## config.mk

```make
export PLATFORM = sky130hd
export DESIGN_NAME = mfp_ahb_lite_interconnect
export DESIGN_NICKNAME = d
export VERILOG_FILES = /design/src/rtl/mfp_ahb_lite_interconnect_pkg.sv /design/src/rtl/mfp_ahb_lite_default_slave.sv /design/src/rtl/mfp_ahb_lite_interconnect.sv
export SDC_FILE = /design/constraint.sdc
export NUM_CORES = 1
export LEC_CHECK = 0
export CAP_MARGIN = 20
export CORE_MARGIN = 1
export CORE_UTILIZATION = 24
export DETAILED_ROUTE_END_ITERATION = 7
export PLACE_DENSITY = 0.87
export SYNTH_ARGS = -nofsm -noshare
export SYNTH_HDL_FRONTEND = slang
export SYNTH_SLANG_ARGS = --single-unit
```

## constraint.sdc

```tcl
create_clock -name HCLK -period 4.6 [get_ports HCLK]
set_input_delay 0.46 -clock HCLK [delete_from_list [all_inputs] [get_ports HCLK]]
set_output_delay 0.46 -clock HCLK [all_outputs]
set_load 0.02 [all_outputs]
```

## src/rtl/mfp_ahb_lite_interconnect_pkg.sv

```systemverilog
// Shared AHB-Lite encodings, default address map and payload types for the interconnect.
package mfp_ahb_lite_interconnect_pkg;

    localparam int unsigned ADDR_W       = 32;
    localparam int unsigned DATA_W       = 32;
    localparam int unsigned ERR_CNT_W    = 16;
    localparam int unsigned MAX_SLAVES   = 16;
    localparam int unsigned DEF_N_SLAVES = 3;

    localparam logic [1:0] HTRANS_IDLE   = 2'b00;
    localparam logic [1:0] HTRANS_BUSY   = 2'b01;
    localparam logic [1:0] HTRANS_NONSEQ = 2'b10;
    localparam logic [1:0] HTRANS_SEQ    = 2'b11;

    localparam logic HRESP_OKAY  = 1'b0;
    localparam logic HRESP_ERROR = 1'b1;

    // Slave 0 = boot ROM region, slave 1 = RAM, slave 2 = GPIO/peripherals.
    localparam logic [DEF_N_SLAVES*ADDR_W-1:0] DEF_ADDR_BASE =
        {32'h1f800000, 32'h00000000, 32'h1fc00000};
    localparam logic [DEF_N_SLAVES*ADDR_W-1:0] DEF_ADDR_MASK =
        {32'h1fc00000, 32'h10000000, 32'h1fc00000};

    typedef struct packed {
        logic [DATA_W-1:0] rdata;
        logic              ready;
        logic              resp;
    } ahb_rsp_t;

    typedef enum logic [1:0] {
        DS_IDLE = 2'b00,
        DS_ERR1 = 2'b01,
        DS_ERR2 = 2'b10
    } ds_state_t;

    function automatic logic addr_hit(input logic [ADDR_W-1:0] addr,
                                      input logic [ADDR_W-1:0] base,
                                      input logic [ADDR_W-1:0] mask);
        return (addr & mask) == (base & mask);
    endfunction

    function automatic logic htrans_active(input logic [1:0] htrans);
        return (htrans == HTRANS_NONSEQ) || (htrans == HTRANS_SEQ);
    endfunction

endpackage

```

## src/rtl/mfp_ahb_lite_default_slave.sv

```systemverilog
// Default slave: two-cycle AHB ERROR response for unmapped active transfers.
// MFP_AHB_LITE_INTERCONNECT_ERR_LOG_EN adds an error counter and last-error capture.
module mfp_ahb_lite_default_slave
    import mfp_ahb_lite_interconnect_pkg::*;
(
    input  logic                 HCLK,
    input  logic                 HRESETn,
    input  logic                 ds_sel,
    input  logic [1:0]           HTRANS,
    input  logic                 HREADY,
    output logic                 HREADYOUT,
    output logic                 HRESP
`ifdef MFP_AHB_LITE_INTERCONNECT_ERR_LOG_EN
    ,
    input  logic [ADDR_W-1:0]    HADDR,
    input  logic                 HWRITE,
    output logic [ERR_CNT_W-1:0] ERR_COUNT,
    output logic [ADDR_W-1:0]    ERR_ADDR,
    output logic                 ERR_WRITE
`endif
);

    ds_state_t state_q;
    ds_state_t state_d;
    logic      hreadyout_d;
    logic      hresp_d;
    logic      accept_c;

    assign accept_c = ds_sel && htrans_active(HTRANS) && HREADY;

    always_ff @(posedge HCLK) begin
        if (!HRESETn) begin
            state_q   <= DS_IDLE;
            HREADYOUT <= 1'b1;
            HRESP     <= HRESP_OKAY;
        end else begin
            state_q   <= state_d;
            HREADYOUT <= hreadyout_d;
            HRESP     <= hresp_d;
        end
    end

    // Outputs are decoded from the next state so they come straight off flops.
    always_comb begin
        state_d     = state_q;
        hreadyout_d = 1'b1;
        hresp_d     = HRESP_OKAY;
        case (state_q)
            DS_IDLE: if (accept_c) state_d = DS_ERR1;
            DS_ERR1: state_d = DS_ERR2;
            DS_ERR2: state_d = accept_c ? DS_ERR1 : DS_IDLE;
            default: state_d = DS_IDLE;
        endcase
        case (state_d)
            DS_ERR1: begin
                hreadyout_d = 1'b0;
                hresp_d     = HRESP_ERROR;
            end
            DS_ERR2: begin
                hreadyout_d = 1'b1;
                hresp_d     = HRESP_ERROR;
            end
            default: begin
                hreadyout_d = 1'b1;
                hresp_d     = HRESP_OKAY;
            end
        endcase
    end

`ifdef MFP_AHB_LITE_INTERCONNECT_ERR_LOG_EN
    logic [ERR_CNT_W-1:0] err_count_q;
    logic [ADDR_W-1:0]    err_addr_q;
    logic                 err_write_q;

    // ERR1 is always left after one cycle, so next-state ERR1 marks an entry.
    always_ff @(posedge HCLK) begin
        if (!HRESETn) begin
            err_count_q <= '0;
            err_addr_q  <= '0;
            err_write_q <= 1'b0;
        end else if (state_d == DS_ERR1) begin
            if (err_count_q != {ERR_CNT_W{1'b1}}) begin
                err_count_q <= err_count_q + ERR_CNT_W'(1);
            end
            err_addr_q  <= HADDR;
            err_write_q <= HWRITE;
        end
    end

    assign ERR_COUNT = err_count_q;
    assign ERR_ADDR  = err_addr_q;
    assign ERR_WRITE = err_write_q;
`endif

endmodule

```

## src/rtl/mfp_ahb_lite_interconnect.sv

```systemverilog
// AHB-Lite single-master to N-slave interconnect: table decode, data-phase mux, default slave.
// MFP_AHB_LITE_INTERCONNECT_ERR_LOG_EN adds ERR_COUNT/ERR_ADDR/ERR_WRITE outputs.
module mfp_ahb_lite_interconnect
    import mfp_ahb_lite_interconnect_pkg::*;
#(
    parameter int unsigned                   N_SLAVES  = DEF_N_SLAVES,
    parameter logic [N_SLAVES*ADDR_W-1:0]    ADDR_BASE = DEF_ADDR_BASE,
    parameter logic [N_SLAVES*ADDR_W-1:0]    ADDR_MASK = DEF_ADDR_MASK
)(
    input  logic                         HCLK,
    input  logic                         HRESETn,
    input  logic [ADDR_W-1:0]            HADDR,
    input  logic [1:0]                   HTRANS,
    input  logic                         HWRITE,
    output logic [DATA_W-1:0]            HRDATA,
    output logic                         HREADY,
    output logic                         HRESP,
    output logic [N_SLAVES-1:0]          HSEL_S,
    output logic                         HREADY_S,
    input  logic [N_SLAVES*DATA_W-1:0]   HRDATA_S,
    input  logic [N_SLAVES-1:0]          HREADYOUT_S,
    input  logic [N_SLAVES-1:0]          HRESP_S
`ifdef MFP_AHB_LITE_INTERCONNECT_ERR_LOG_EN
    ,
    output logic [ERR_CNT_W-1:0]         ERR_COUNT,
    output logic [ADDR_W-1:0]            ERR_ADDR,
    output logic                         ERR_WRITE
`endif
);

    if ((N_SLAVES == 0) || (N_SLAVES > MAX_SLAVES)) begin : g_bad_n_slaves
        $error("mfp_ahb_lite_interconnect: N_SLAVES must be in 1..16");
    end

    logic [N_SLAVES-1:0] hsel_c;
    logic                ds_hit_c;
    logic [N_SLAVES:0]   dsel_q;
    logic                ds_hreadyout;
    logic                ds_hresp;
    ahb_rsp_t            rsp_c;

    // Address-phase decode; the lowest matching index wins.
    always_comb begin
        hsel_c   = '0;
        ds_hit_c = 1'b1;
        for (int unsigned i = 0; i < N_SLAVES; i++) begin
            if (ds_hit_c && addr_hit(HADDR, ADDR_BASE[i*ADDR_W +: ADDR_W],
                                     ADDR_MASK[i*ADDR_W +: ADDR_W])) begin
                hsel_c[i] = 1'b1;
                ds_hit_c  = 1'b0;
            end
        end
    end

    assign HSEL_S = hsel_c;

    always_ff @(posedge HCLK) begin
        if (!HRESETn) begin
            dsel_q <= '0;
        end else if (HREADY) begin
            dsel_q <= {ds_hit_c, hsel_c};
        end
    end

    // Data-phase response mux; nothing selected behaves as an always-ready OKAY.
    always_comb begin
        rsp_c = '{rdata: '0, ready: 1'b1, resp: HRESP_OKAY};
        for (int unsigned i = 0; i < N_SLAVES; i++) begin
            if (dsel_q[i]) begin
                rsp_c = '{rdata: HRDATA_S[i*DATA_W +: DATA_W],
                          ready: HREADYOUT_S[i],
                          resp:  HRESP_S[i]};
            end
        end
        if (dsel_q[N_SLAVES]) begin
            rsp_c = '{rdata: '0, ready: ds_hreadyout, resp: ds_hresp};
        end
    end

    assign HRDATA   = rsp_c.rdata;
    assign HREADY   = rsp_c.ready;
    assign HRESP    = rsp_c.resp;
    assign HREADY_S = rsp_c.ready;

    mfp_ahb_lite_default_slave u_ds (
        .HCLK      (HCLK),
        .HRESETn   (HRESETn),
        .ds_sel    (ds_hit_c),
        .HTRANS    (HTRANS),
        .HREADY    (HREADY),
        .HREADYOUT (ds_hreadyout),
        .HRESP     (ds_hresp)
`ifdef MFP_AHB_LITE_INTERCONNECT_ERR_LOG_EN
        ,
        .HADDR     (HADDR),
        .HWRITE    (HWRITE),
        .ERR_COUNT (ERR_COUNT),
        .ERR_ADDR  (ERR_ADDR),
        .ERR_WRITE (ERR_WRITE)
`endif
    );

`ifndef MFP_AHB_LITE_INTERCONNECT_ERR_LOG_EN
    logic unused_hwrite;
    assign unused_hwrite = HWRITE;
`endif

endmodule
```

After elaboration in Yosys (flattened, before gate mapping)
Cells that the tools add are included.
- bits in registers: 8
- bits of input ports: 139
- output and inout bits: 38
- logic and storage cells: 35
- eq/ne operators: 8
- mux-type cells: 15
- reduce and logical (&&, ||, !) cells: 8
- operators by type and width (cell ; count):
    $mux 34 ; 4
    $logic_not 32->1 ; 1
    $eq 7x7->1 const B ; 2
    $mux 1 ; 9
    $eq 2x2->1 const B ; 4
    $pmux 2 s3 ; 1
    $eq 2x1->1 const B ; 2
    $logic_and 1x1->1 ; 4
    $logic_not 2->1 ; 1
    $mux 2 ; 1
    $reduce_or 2->1 ; 1
    $logic_or 1x1->1 ; 1

Depth between registers and ports, before layout
Gate-level depths: netlist of the first run.
- depth after elaboration: 13
- gate-level depth with buffers: 7
- depth with buffers taken out: 6

By module
A second synthesis of the first run with hierarchy kept.
- cell total of the unflattened synthesis: 165
- area total of the unflattened synthesis: 1071.0 um^2
- modules (own cells, without submodules) (module ; instances ; cells each ; area each (um^2) ; seq. area each (um^2)):
    mfp_ahb_lite_interconnect ; 1 ; 153 ; 940.9 ; 80.1
    mfp_ahb_lite_default_slave ; 1 ; 12 ; 130.1 ; 80.1

Worst setup path before layout of the first run
OpenSTA, ideal clock, no wires.
- path kind: reg2out
- start: register dsel_q[1]
- end: output port HRDATA[10]
- data arrival time: 1394 ps
- data required time: 4140 ps
- setup slack: 2746 ps
- cell stages (with the launch flop): 7
- buffers on the path: 3
- cells stage by stage: dfxtp_1 buf_4 nor2b_1 buf_2 buf_2 a221oi_1 nor3_1
- word-level cells in the longest chain between the ends: 3
- RTL lines (element ; RTL line ; RTL):
    from (decl) ; mfp_ahb_lite_interconnect.sv:37 ; logic [N_SLAVES:0] dsel_q;
    from (signal assigned) ; mfp_ahb_lite_interconnect.sv:61 ; dsel_q <= {ds_hit_c, hsel_c};
    $mux 34 (2 in series) ; mfp_ahb_lite_interconnect.sv:69 ; if (dsel_q[i]) begin
    $mux 34 ; mfp_ahb_lite_interconnect.sv:75 ; if (dsel_q[N_SLAVES]) begin
    to (decl) ; mfp_ahb_lite_interconnect.sv:15 ; output logic [DATA_W-1:0] HRDATA,
Every way passes these cells.

Worst setup path after layout of the first run
- start: register dsel_q[0]
- end: output port HRDATA[17]
- word-level cells in the longest chain between the ends: 4
- RTL lines (element ; RTL line):
    $mux 34 (3 in series) ; mfp_ahb_lite_interconnect.sv:69
    $mux 34 ; mfp_ahb_lite_interconnect.sv:75
Every way passes these cells.

==> results.json, run 1 <==
{
  "status": "finished clean",
  "syn_nets": 307,
  "core_um2": 4350,
  "setup_ws_ns": 1.66,
  "hpwl_um": 4090,
  "hold_viol_final": 0,
  "fin_nets": 445,
  "grt-ovfl-total": 0,
  "drtIter0Drc": 102,
  "synth.distinct_cells": 32,
  "crit_type": "reg2out",
  "via_per_inst": 5.28,
  "cts_tree": "done",
  "slew_headroom": 0.364,
  "vias": 1876,
  "grt_pass1_vias": 1825,
  "ir_worst_vdd_mv": 0.152,
  "ys_seq_elements": 8,
  "finalSetupViolations": 0,
  "die_h_um": 69.5,
  "area_growth_pct": 141,
  "dp_cells": 352,
  "r2r-end": "u_ds.HRESP$_SDFF_PN0_",
  "synth.most_common_cell": "nor2_1",
  "routed_wl_um": 5420,
  "htree_levels": 1,
  "worstSkewPairLatency_ns": 0.23,
  "critPathLaunchType": "flop",
  "initial_core_util": 0.251,
  "crit_required_ns": 4.14,
  "fp-row-count": 24,
  "maxCapViolations": 0,
  "synth_edf_count": 0,
  "drive_above_1_share": 0.0495,
  "clkTransAtPathRegs_ns": 0.04,
  "max_freq_ghz": 0.340,
  "ff2ff_path_depth": 7,
  "tns_ns": 0,
  "synthArstFlopShare": 0,
  "timing.rr.start": "dsel_q[2]$_SDFFE_PN0N_",
  "endpoint_kind": "output port",
  "gp_congestion": 0.749,
  "netlist_area_um2": 1090,
  "grt_pass1_wl_um": 8980,
  "cts_buffers": 3,
  "hold_depth": 2,
  "rsz0062_at_grt": "false",
  "fin_crit_sh": 0.640,
  "tightest_slew_ns": 0.948,
  "ys_top_cells_by_area": "a221oi_1 (26%), nor3_1 (15%), dfxtp_1 (15%)",
  "synth_seq_area_share": 0.147,
  "synth_common_cells": "nor2_1 (35), a221oi_1 (33), nor3_1 (33), clkbuf_1 (12), dfxtp_1 (8)",
  "cts_setup_buffers": 0,
  "dr.pass1.iters": 4,
  "die_w_um": 69.5,
  "yosysTopAreaCellShare": 0.265,
  "min_from": "dsel_q[0]$_SDFFE_PN0N_",
  "antenna_found_initial": 0,
  "ios": 177,
  "grt_usage": 0.224,
  "power_density_nw_per_um2": 150,
  "final_util": 0.604,
  "clock-root-buffer": "clkbuf_8",
  "dpl_worst_slack_ns": 1.90,
  "synth_ff_type": "dfxtp_1",
  "diodes": 0,
  "synth_warnings": 0,
  "layoutNonFillerInstCount": 355,
  "netlist_instances": 167,
  "holdPathEnd": "dsel_q[0]$_SDFFE_PN0N_",
  "dieArea_um2": 4820,
  "grt_max_degree": 37,
  "cts_hold_buf": 0,
  "fin_skew_ns": 0.00325,
  "fin_crit_ns": 2.94,
  "cts_sinks": 8,
  "port_buffers": 149,
  "ant_nets": 0,
  "crit_start": "dsel_q[0]$_SDFFE_PN0N_",
  "cp.arrival_ns": 2.48,
  "cts_max_path_buffers": 2,
  "yosysTopAreaCell": "a221oi_1",
  "critPathMaxFanout": 20,
  "hold_class": "reg2reg",
  "rrSetupSlack_ns": 2.66,
  "wire_per_inst_um": 15.3,
  "drv_slew": 0,
  "cts_resized": 0,
  "fillCellCount": 420,
  "power_uw": 394,
  "drc": 0,
  "synth.avg_cell_area_um2": 6.54,
  "leakage_uw": 0.000926
}
-- cell type report --
cell class	instances	area, um2	area share
repair buffers	153	1520	0.578
flip-flops and latches	8	160	0.0609
multi-input cells	134	823	0.313
clock buffers	3	41.3	0.0157
well taps	52	65.1	0.0247
inverters	5	18.8	0.00714
-- per-layer routing --
metal,global-route usage,wire length [um],vias to the layer above
met5,0,0,-
met4,0.0680,35,0
met3,0.0291,383,4
met2,0.403,2850,82
met1,0.274,2150,876
li1,-,-,914
-- logic make-up after synthesis --
kind of cell    share of synthesized area
compound gates                      0.322
fa+ha+maj                          0.0115
buf+inv                             0.102
flops                               0.147
mux                               0.00916
simple gates                        0.409
-- registers in the layout, summed over array words and instances (netlist names) --
| name | count |
|---|---|
| dsel_q | 4 |
| u_ds.HREADYOUT | 1 |
| u_ds.HRESP | 1 |
| u_ds.state_q | 2 |
-- critical path: stages (launching register included) --
cell and delay [ns]:
dfxtp_1 0.33, nor2b_2 0.53, buf_4 0.35, a221oi_1 0.11, nor3_1 0.26, clkdlybuf4s50_1 0.66
-- cell usage in the layout, fill, tap and decap left out, types with 2 or more instances in the layout --
cell type,instances
a21oi_1,2
a221oi_1,33
buf_4,4
clkbuf_8,3
clkdlybuf4s50_1,149
dfxtp_1,8
inv_1,3
nand2_1,6
nand2b_1,2
nor2_1,35
nor3_1,33
nor4_1,2
o21ai_1,3
or3_1,2
-- through the flow --
stage | hold WS, ns | cell area, um2
2_1_floorplan | 0.441 | 1090
3_3_place_gp | 0.465 | 2590
3_5_place_dp | 0.469 | 2590
4_1_cts | 0.475 | 2630
5_1_grt | 0.510 | 2630
6_report | 0.473 | 2630
-- where the power goes --
group	switching, uW	internal (uW)
Sequential	3.79	73.1
Combinational	88.9	144
Clock	27.5	56.7
Total	120	274
-- how the worst max path moves through the flow --
stage and end:
2_1_floorplan HRDATA[10], 3_3_place_gp HRESP, 3_5_place_dp HRESP, 4_1_cts HRESP, 5_1_grt HRESP, 6_report HRDATA[17]
Note: power is estimated with default switching activity, not from simulation.
==> run 2: changes to the inputs <==
Settings changed: CORE_UTILIZATION 24 to 20, PLACE_DENSITY 0.87 to 0.77.
Clock period 4.6 ns to 2.6 ns, I/O delays scaled along.
==> run 2 against run 1 <==
- clock power grew 77%
- core utilization down 8.2 points
- sequential share of layout area is 0.15 points lower
- largest cell class unchanged
- global-route usage shrank 4.2 points
- largest power group unchanged
- routed wire length is 0.61% lower
==> results.json, run 2 (synthesized netlist as in run 1, its figures left out) <==
{
  "fin_nets": 451,
  "seqCellArea_um2": 160,
  "diodes": 0,
  "cts_resized": 0,
  "drive_above_1_share": 0.0680,
  "grt_pass1_wl_um": 8790,
  "fillCellCount": 502,
  "layoutNonFillerInstCount": 379,
  "via_per_inst": 4.94,
  "worstSkewPairLatency_ns": 0.23,
  "leakage_uw": 0.000955,
  "crit_end": "HREADY_S",
  "slew_headroom": 0.743,
  "dpl_worst_slack_ns": 0.407,
  "m1WireLength_um": 2190,
  "fin_crit_sh": 0.914,
  "dr.pass1.iters": 4,
  "initial_core_util": 0.211,
  "endpoint_kind": "output port",
  "final_common_cell": "clkdlybuf4s50_1",
  "area_growth_pct": 147,
  "fin_crit_ns": 2.38,
  "htree_levels": 1,
  "largest_register_ffs": 4,
  "finalSetupViolations": 0,
  "drtIter0Drc": 50,
  "cts_buffers": 3,
  "die_h_um": 75.9,
  "highest_layer": "met4",
  "final_cell_mix": "clkdlybuf4s50_1 (149), nor2_1 (35), nor3_1 (33), a221oi_1 (33), buf_4 (10)",
  "fin_skew_ns": 0.000411,
  "hold_viol_final": 0,
  "clkTransAtPathRegs_ns": 0.04,
  "grt_max_degree": 26,
  "grt-ovfl-total": 0,
  "rrSetupSlack_ns": 0.71,
  "route.met3.wl_um": 338,
  "cts_tree": "done",
  "grt_usage": 0.182,
  "die_w_um": 75.9,
  "ff2ff_path_depth": 7,
  "cts_hold_buf": 0,
  "timing.rr.start": "dsel_q[1]$_SDFFE_PN0N_",
  "fp-row-count": 26,
  "gp_congestion": 0.752,
  "critPathLaunchType": "flop",
  "dieArea_um2": 5760,
  "crit_required_ns": 2.34,
  "ios": 177,
  "setup_ws_ns": 0.225,
  "ant_nets": 0,
  "cp.arrival_ns": 2.12,
  "hpwl_um": 4190,
  "port_buffers": 149,
  "cts_sinks": 8,
  "power_density_nw_per_um2": 261,
  "drv_slew": 0,
  "wl_met2_um": 2810,
  "core_um2": 5170,
  "regMostFlops": "dsel_q",
  "largestRegisters": "dsel_q (4), u_ds.state_q (2)",
  "routed_wl_um": 5380,
  "cts_max_path_buffers": 2,
  "maxCapViolations": 0,
  "antenna_found_initial": 0,
  "max_freq_ghz": 0.421,
  "tightest_slew_ns": 0.383,
  "clock-root-buffer": "clkbuf_8",
  "critPathMaxFanout": 25,
  "rsz0062_at_grt": "false",
  "ir_worst_vdd_mv": 0.216,
  "r2r-end": "u_ds.HRESP$_SDFF_PN0_",
  "status": "finished clean",
  "wire_per_inst_um": 14.2,
  "drc": 0,
  "crit_type": "reg2out",
  "multi_input_area_um2": 823,
  "grt_pass1_vias": 1911,
  "hold_class": "reg2reg",
  "crit_start": "dsel_q[1]$_SDFFE_PN0N_",
  "vias": 1873,
  "tns_ns": 0,
  "cts_setup_buffers": 0,
  "dp_cells": 376
}
run 2: changes by cell type in the layout (fill, tap and decap cells not counted):
cell and delta:
buf_4 +6
run 2: layer usage:
metal  vias to the layer above  track usage
met4                         0       0.0385
li1                        927            -
met3                         5       0.0265
met2                        83        0.347
met5                         -            0
met1                       858        0.213
run 2: power breakdown:
part	leakage, uW	switching (uW)	internal [uW]	total [uW]
sequential	0.0000654	4.83	129	134
clock	0.0000216	49.1	100	149
combinational	0.000868	161	259	420
total	0.000955	215	489	703
run 2: worst max-delay path: stages (launching register included):
cell	delay, ns
dfxtp_1	0.35
buf_4	0.30
nor3b_2	0.11
nor4_4	0.31
nor2_2	0.11
inv_1	0.09
clkdlybuf4s50_1	0.60
run 2: final cells by class:
type / count / share of cell area
Tap cell: 70 / 0.0325
Clock buffer: 3 / 0.0153
Multi-Input combinational cell: 134 / 0.305
Inverter: 5 / 0.00696
Timing Repair Buffer: 159 / 0.581
Sequential cell: 8 / 0.0594
run 2: per-stage QoR:
stage | utilization | hold slack, ns | power [uW] | area (um2)
after detailed placement | 0.514 | 0.478 | 556 | 2660
after floorplan | - | 0.329 | 291 | 1090
after global placement | 0.514 | 0.464 | 550 | 2660
after CTS | 0.522 | 0.486 | 708 | 2700
after global routing | 0.522 | 0.525 | 744 | 2700
final | 0.522 | 0.485 | 703 | 2700
run 2: how the worst min path moves through the flow:
stage | from | depth (start not counted) | endpoint | slack, ns
CTS | dsel_q[0]$_SDFFE_PN0N_ | 2 | dsel_q[0]$_SDFFE_PN0N_ | 0.49
floorplan | HRESETn | 1 | u_ds.HREADYOUT$_SDFF_PN1_ | 0.33
global placement | u_ds.state_q[0]$_SDFF_PN0_ | 2 | u_ds.state_q[1]$_SDFF_PN0_ | 0.46
finish | u_ds.state_q[0]$_SDFF_PN0_ | 2 | u_ds.state_q[1]$_SDFF_PN0_ | 0.48
detailed placement | dsel_q[0]$_SDFFE_PN0N_ | 2 | dsel_q[0]$_SDFFE_PN0N_ | 0.48
global route | dsel_q[0]$_SDFFE_PN0N_ | 2 | dsel_q[0]$_SDFFE_PN0N_ | 0.53
==> edit 1, RTL diff (settings of run 2) <==
The 3 states of `ds_state_t` get a one-hot encoding in 3 bits.
--- a/src/rtl/mfp_ahb_lite_interconnect_pkg.sv
+++ b/src/rtl/mfp_ahb_lite_interconnect_pkg.sv
@@ -27,10 +27,10 @@
         logic              resp;
     } ahb_rsp_t;
 
-    typedef enum logic [1:0] {
-        DS_IDLE = 2'b00,
-        DS_ERR1 = 2'b01,
-        DS_ERR2 = 2'b10
+    typedef enum logic [2:0] {
+        DS_IDLE = 3'b001,
+        DS_ERR1 = 3'b010,
+        DS_ERR2 = 3'b100
     } ds_state_t;
 
     function automatic logic addr_hit(input logic [ADDR_W-1:0] addr,
Behaviour: no difference found for any inputs over 10 cycles, from zero or initial values and one cycle with HRESETn low; not proved beyond that.
==> edit 1 against run 2 <==
- maximum frequency decreased by 2.6%
- worst setup slack got worse by 0.064 ns
- final area increased by 4.8%
- routed wire length decreased by 1.1%
- sequential cell count increased by 1
- global-route usage decreased by 2.5 points
- clock skew increased by 0.00082 ns
- total power increased by 6.4%
- area after synthesis increased by 13%
- sequential power increased by 16%
- largest cell class unchanged
==> edit 1: results (changes against run 2) <==
\begin{tabular}{lr}
\hline
Metric & Value \\
\hline
\multicolumn{2}{l}{\textbf{Synthesis}} \\
\quad Sequential area share after synthesis & 0.1463 (was 0.1466) \\
\quad Mapped Nets & 311 (was 307) \\
\quad Synth cell types & 30 (was 32) \\
\multicolumn{2}{l}{\textbf{GRT}} \\
\quad Global-route wire length before repair & 8155 µm (was 8790 µm) \\
\quad Met3 GRT Util & 0.03295 (was 0.02651) \\
\quad Largest net degree at the start of global routing & 38 (was 26) \\
\quad Vias in the first global route & 1708 (was 1911) \\
\multicolumn{2}{l}{\textbf{STA}} \\
\quad Setup skew after layout & 0.001233 ns (was 0.0004113 ns) \\
\multicolumn{2}{l}{\textbf{Worst setup path}} \\
\quad Slowest-stage cell, CP & dfxtp\_2 (was clkdlybuf4s50\_1) \\
\quad Capture point of the worst reg-to-reg path & u\_ds.HREADYOUT\$\_SDFF\_PN1\_ (was u\_ds.HRESP\$\_SDFF\_PN0\_) \\
\quad CP peak stage delay & 0.75 ns (was 0.60 ns) \\
\quad Maximum fanout along the worst path & 37 (was 25) \\
\multicolumn{2}{l}{\textbf{Route}} \\
\quad Iteration-0 DRC count of the detailed router & 58 (was 50) \\
\quad Via density per instance & 4.860 (was 4.942) \\
\multicolumn{2}{l}{\textbf{Finish}} \\
\quad Layout cell share with drive strength beyond 1 & 0.05788 (was 0.06796) \\
\multicolumn{2}{l}{\textbf{Status}} \\
\quad Outcome & completed (unchanged) \\
\multicolumn{2}{l}{\textbf{Hold path}} \\
\quad Worst Hold Launch & u\_ds.state\_q[0]\$\_SDFF\_PN1\_ (was u\_ds.state\_q[0]\$\_SDFF\_PN0\_) \\
\quad Endpoint of the worst hold-timing path & u\_ds.state\_q[2]\$\_SDFF\_PN0\_ (was u\_ds.state\_q[1]\$\_SDFF\_PN0\_) \\
\multicolumn{2}{l}{\textbf{Pwr}} \\
\quad Leakage dissipation & 0.9942 nW (was 0.9554 nW) \\
\multicolumn{2}{l}{\textbf{Placed design}} \\
\quad Hpwl dp & 4076 µm (was 4190 µm) \\
\hline
\end{tabular}
==> edit 1: layer usage <==
metal / routed length [µm] / part of all wire / vias to the layer above
li1: - / - / 940
met5: 0 / 0 / -
met1: 2152 / 0.40 / 848
met3: 467 / 0.088 / 7
met2: 2649 / 0.50 / 81
met4: 53 / 0.010 / 0
==> edit 1: per-stage QoR <==
stage	std cells	hold WS (ns)	instance area, µm²	setup WS (ns)	power, mW
floorplan	172	0.3528	1231	0.9131	0.3224
global placement	382	0.4715	2783	0.3846	0.5805
detailed placement	382	0.4817	2783	0.3674	0.5864
CTS	386	0.4957	2828	0.1503	0.7581
global route	386	0.5435	2828	0.008953	0.7917
finish	386	0.4995	2828	0.1611	0.7484
==> edit 1: cell families after synthesis <==
family	Yosys count	share of synthesized area
compound gates	50	0.3282
xor+xnor	2	0.01423
buf+inv	25	0.09552
simple gates	86	0.4157
flops	9	0.1463
==> edit 1: power by group <==
part           leakage [nW]  internal [mW]  switching (mW)
Sequential           0.0742          0.147         0.00913
Combinational         0.897          0.264           0.162
Clock                0.0228          0.107          0.0588
Total                 0.994          0.518           0.230
==> edit 1: worst max-delay path by stage <==
| stage | startpoint | endpoint | slack, ns | cells past startpoint |
|---|---|---|---|---|
| after CTS | dsel_q[2]$_SDFFE_PN0N_ | HRESP | 0.15 | 4 |
| after detailed placement | HREADYOUT_S[0] | HREADY_S | 0.37 | 5 |
| after global routing | dsel_q[2]$_SDFFE_PN0N_ | HRDATA[24] | 0.009 | 4 |
| after global placement | HREADYOUT_S[0] | HREADY_S | 0.38 | 5 |
| final | dsel_q[2]$_SDFFE_PN0N_ | HRESP | 0.16 | 4 |
| after floorplan | dsel_q[2]$_SDFFE_PN0N_ | HRDATA[12] | 0.91 | 5 |
==> edit 1: area by class of cell <==
| class | count | area share |
|---|---|---|
| Timing Repair Buffer | 156 | 0.5504 |
| Multi-Input combinational cell | 138 | 0.3310 |
| Sequential cell | 9 | 0.06416 |
| Tap cell | 75 | 0.03319 |
| Clock buffer | 4 | 0.01593 |
| Inverter | 4 | 0.005310 |
==> edit 2, RTL diff (flow settings as in run 2) <==
Made on the original files. Change the package constant `DATA_W` from 32 to 64.
--- a/src/rtl/mfp_ahb_lite_interconnect_pkg.sv
+++ b/src/rtl/mfp_ahb_lite_interconnect_pkg.sv
@@ -2,7 +2,7 @@
 package mfp_ahb_lite_interconnect_pkg;
 
     localparam int unsigned ADDR_W       = 32;
-    localparam int unsigned DATA_W       = 32;
+    localparam int unsigned DATA_W       = 64;
     localparam int unsigned ERR_CNT_W    = 16;
     localparam int unsigned MAX_SLAVES   = 16;
     localparam int unsigned DEF_N_SLAVES = 3;
Ports: changed (resized HRDATA and HRDATA_S); port bits go from 177 to 305. No check against the original RTL was run, so the function may have changed too.
==> edit 2 against run 2 <==
- critical path type unchanged
- sequential share of layout area fell by 2.4 points
- total power rose by 48%
- sequential cell count did not move
- worst setup slack got worse by 0.016 ns
- area after synthesis rose by 71%
- final area rose by 77%
- highest routed layer unchanged
- register-to-register slack improved by 0.09 ns
- routed wire length rose by 95%
==> edit 2: results (changes against run 2) <==
\begin{tabular}{lr}
\hline
Metric & Value \\
\hline
\multicolumn{2}{l}{\textbf{Placed design}} \\
\quad Total cell area at the placement stage & 0.004725 mm² (was 0.002656 mm²) \\
\quad Weighted congestion reported at the end of routability-driven placement & 0.8590 (was 0.7517) \\
\quad Hpwl dp & 8267 µm (was 4190 µm) \\
\quad Number of port buffers & 277 (was 149) \\
\multicolumn{2}{l}{\textbf{STA}} \\
\quad Setup WS post-layout & 0.2087 ns (was 0.2246 ns) \\
\quad Setup skew after layout & 0.006326 ns (was 0.0004113 ns) \\
\quad Transition at the pin with the smallest max-transition slack & 0.5166 ns (was 0.3827 ns) \\
\multicolumn{2}{l}{\textbf{GRT}} \\
\quad GRT Resource Usage Total & 0.2017 (was 0.1823) \\
\quad Largest net degree at the start of global routing & 72 (was 26) \\
\multicolumn{2}{l}{\textbf{Synthesis}} \\
\quad Post-synth top cells & 67 x nor2b\_1, 65 x a221oi\_1, 65 x nor3\_1, 20 x clkbuf\_1, 15 x buf\_2 (was 35 x nor2\_1, 33 x a221oi\_1, 33 x nor3\_1, 12 x clkbuf\_1, 8 x dfxtp\_1) \\
\quad Sequential area share after synthesis & 0.08579 (was 0.1466) \\
\quad Synth cell types & 28 (was 32) \\
\quad Dominant cells by area after synthesis & a221oi\_1 30\%, nor2b\_1 22\%, nor3\_1 17\% (was a221oi\_1 26\%, nor3\_1 15\%, dfxtp\_1 15\%) \\
\multicolumn{2}{l}{\textbf{Worst setup path}} \\
\quad Register-to-Register Setup Slack & 0.80 ns (was 0.71 ns) \\
\quad CP peak stage delay & 0.66 ns (was 0.60 ns) \\
\quad Maximum fanout along the worst path & 71 (was 25) \\
\multicolumn{2}{l}{\textbf{Status}} \\
\quad Outcome & completed (unchanged) \\
\multicolumn{2}{l}{\textbf{Finish}} \\
\quad Layout cell share with drive strength beyond 1 & 0.03578 (was 0.06796) \\
\quad Final instance count without filler cells & 639 (was 379) \\
\quad Layout net count & 768 (was 451) \\
\multicolumn{2}{l}{\textbf{Route}} \\
\quad Routed length on met2 & 5446 µm (was 2805 µm) \\
\quad Iteration-0 DRC count of the detailed router & 95 (was 50) \\
\quad Via density per instance & 5.269 (was 4.942) \\
\quad WL/cell & 16.42 µm (was 14.20 µm) \\
\multicolumn{2}{l}{\textbf{Pwr}} \\
\quad Leakage dissipation & 1.647 nW (was 0.9554 nW) \\
\hline
\end{tabular}
[edit 2: cell count changes after synthesis, sizes merged, moves of 3 or more]
cell,run 2,this run
nand2,6,9
a221oi,33,65
nor3,33,65
nor2,36,4
clkbuf,12,20
nor2b,2,67
buf,8,19
[edit 2: power breakdown]
group	leakage, nW	internal [mW]	switching, mW	total [mW]
Sequential	0.0668	0.129	0.00879	0.138
Clock	0.0228	0.107	0.0522	0.159
Combinational	1.56	0.465	0.281	0.746
[edit 2: kinds of logic after synthesis]
logic type,after synthesis,share of synthesized area
AND/OR/NAND/NOR,154,0.4672
AO/OA/AOI/OAI,73,0.3331
buffers and inverters,42,0.09651
flip-flops,8,0.08579
multiplexers,2,0.01072
adder cells (fa/ha/maj),1,0.006701
[edit 2: area by class of cell]
class	count	area, µm²
repair buffers	286	2878
inverters	3	11.26
fillers	832	4121
multi-input cells	230	1534
flip-flops and latches	8	166.4
clock buffers	4	45.04
well taps	108	135.1
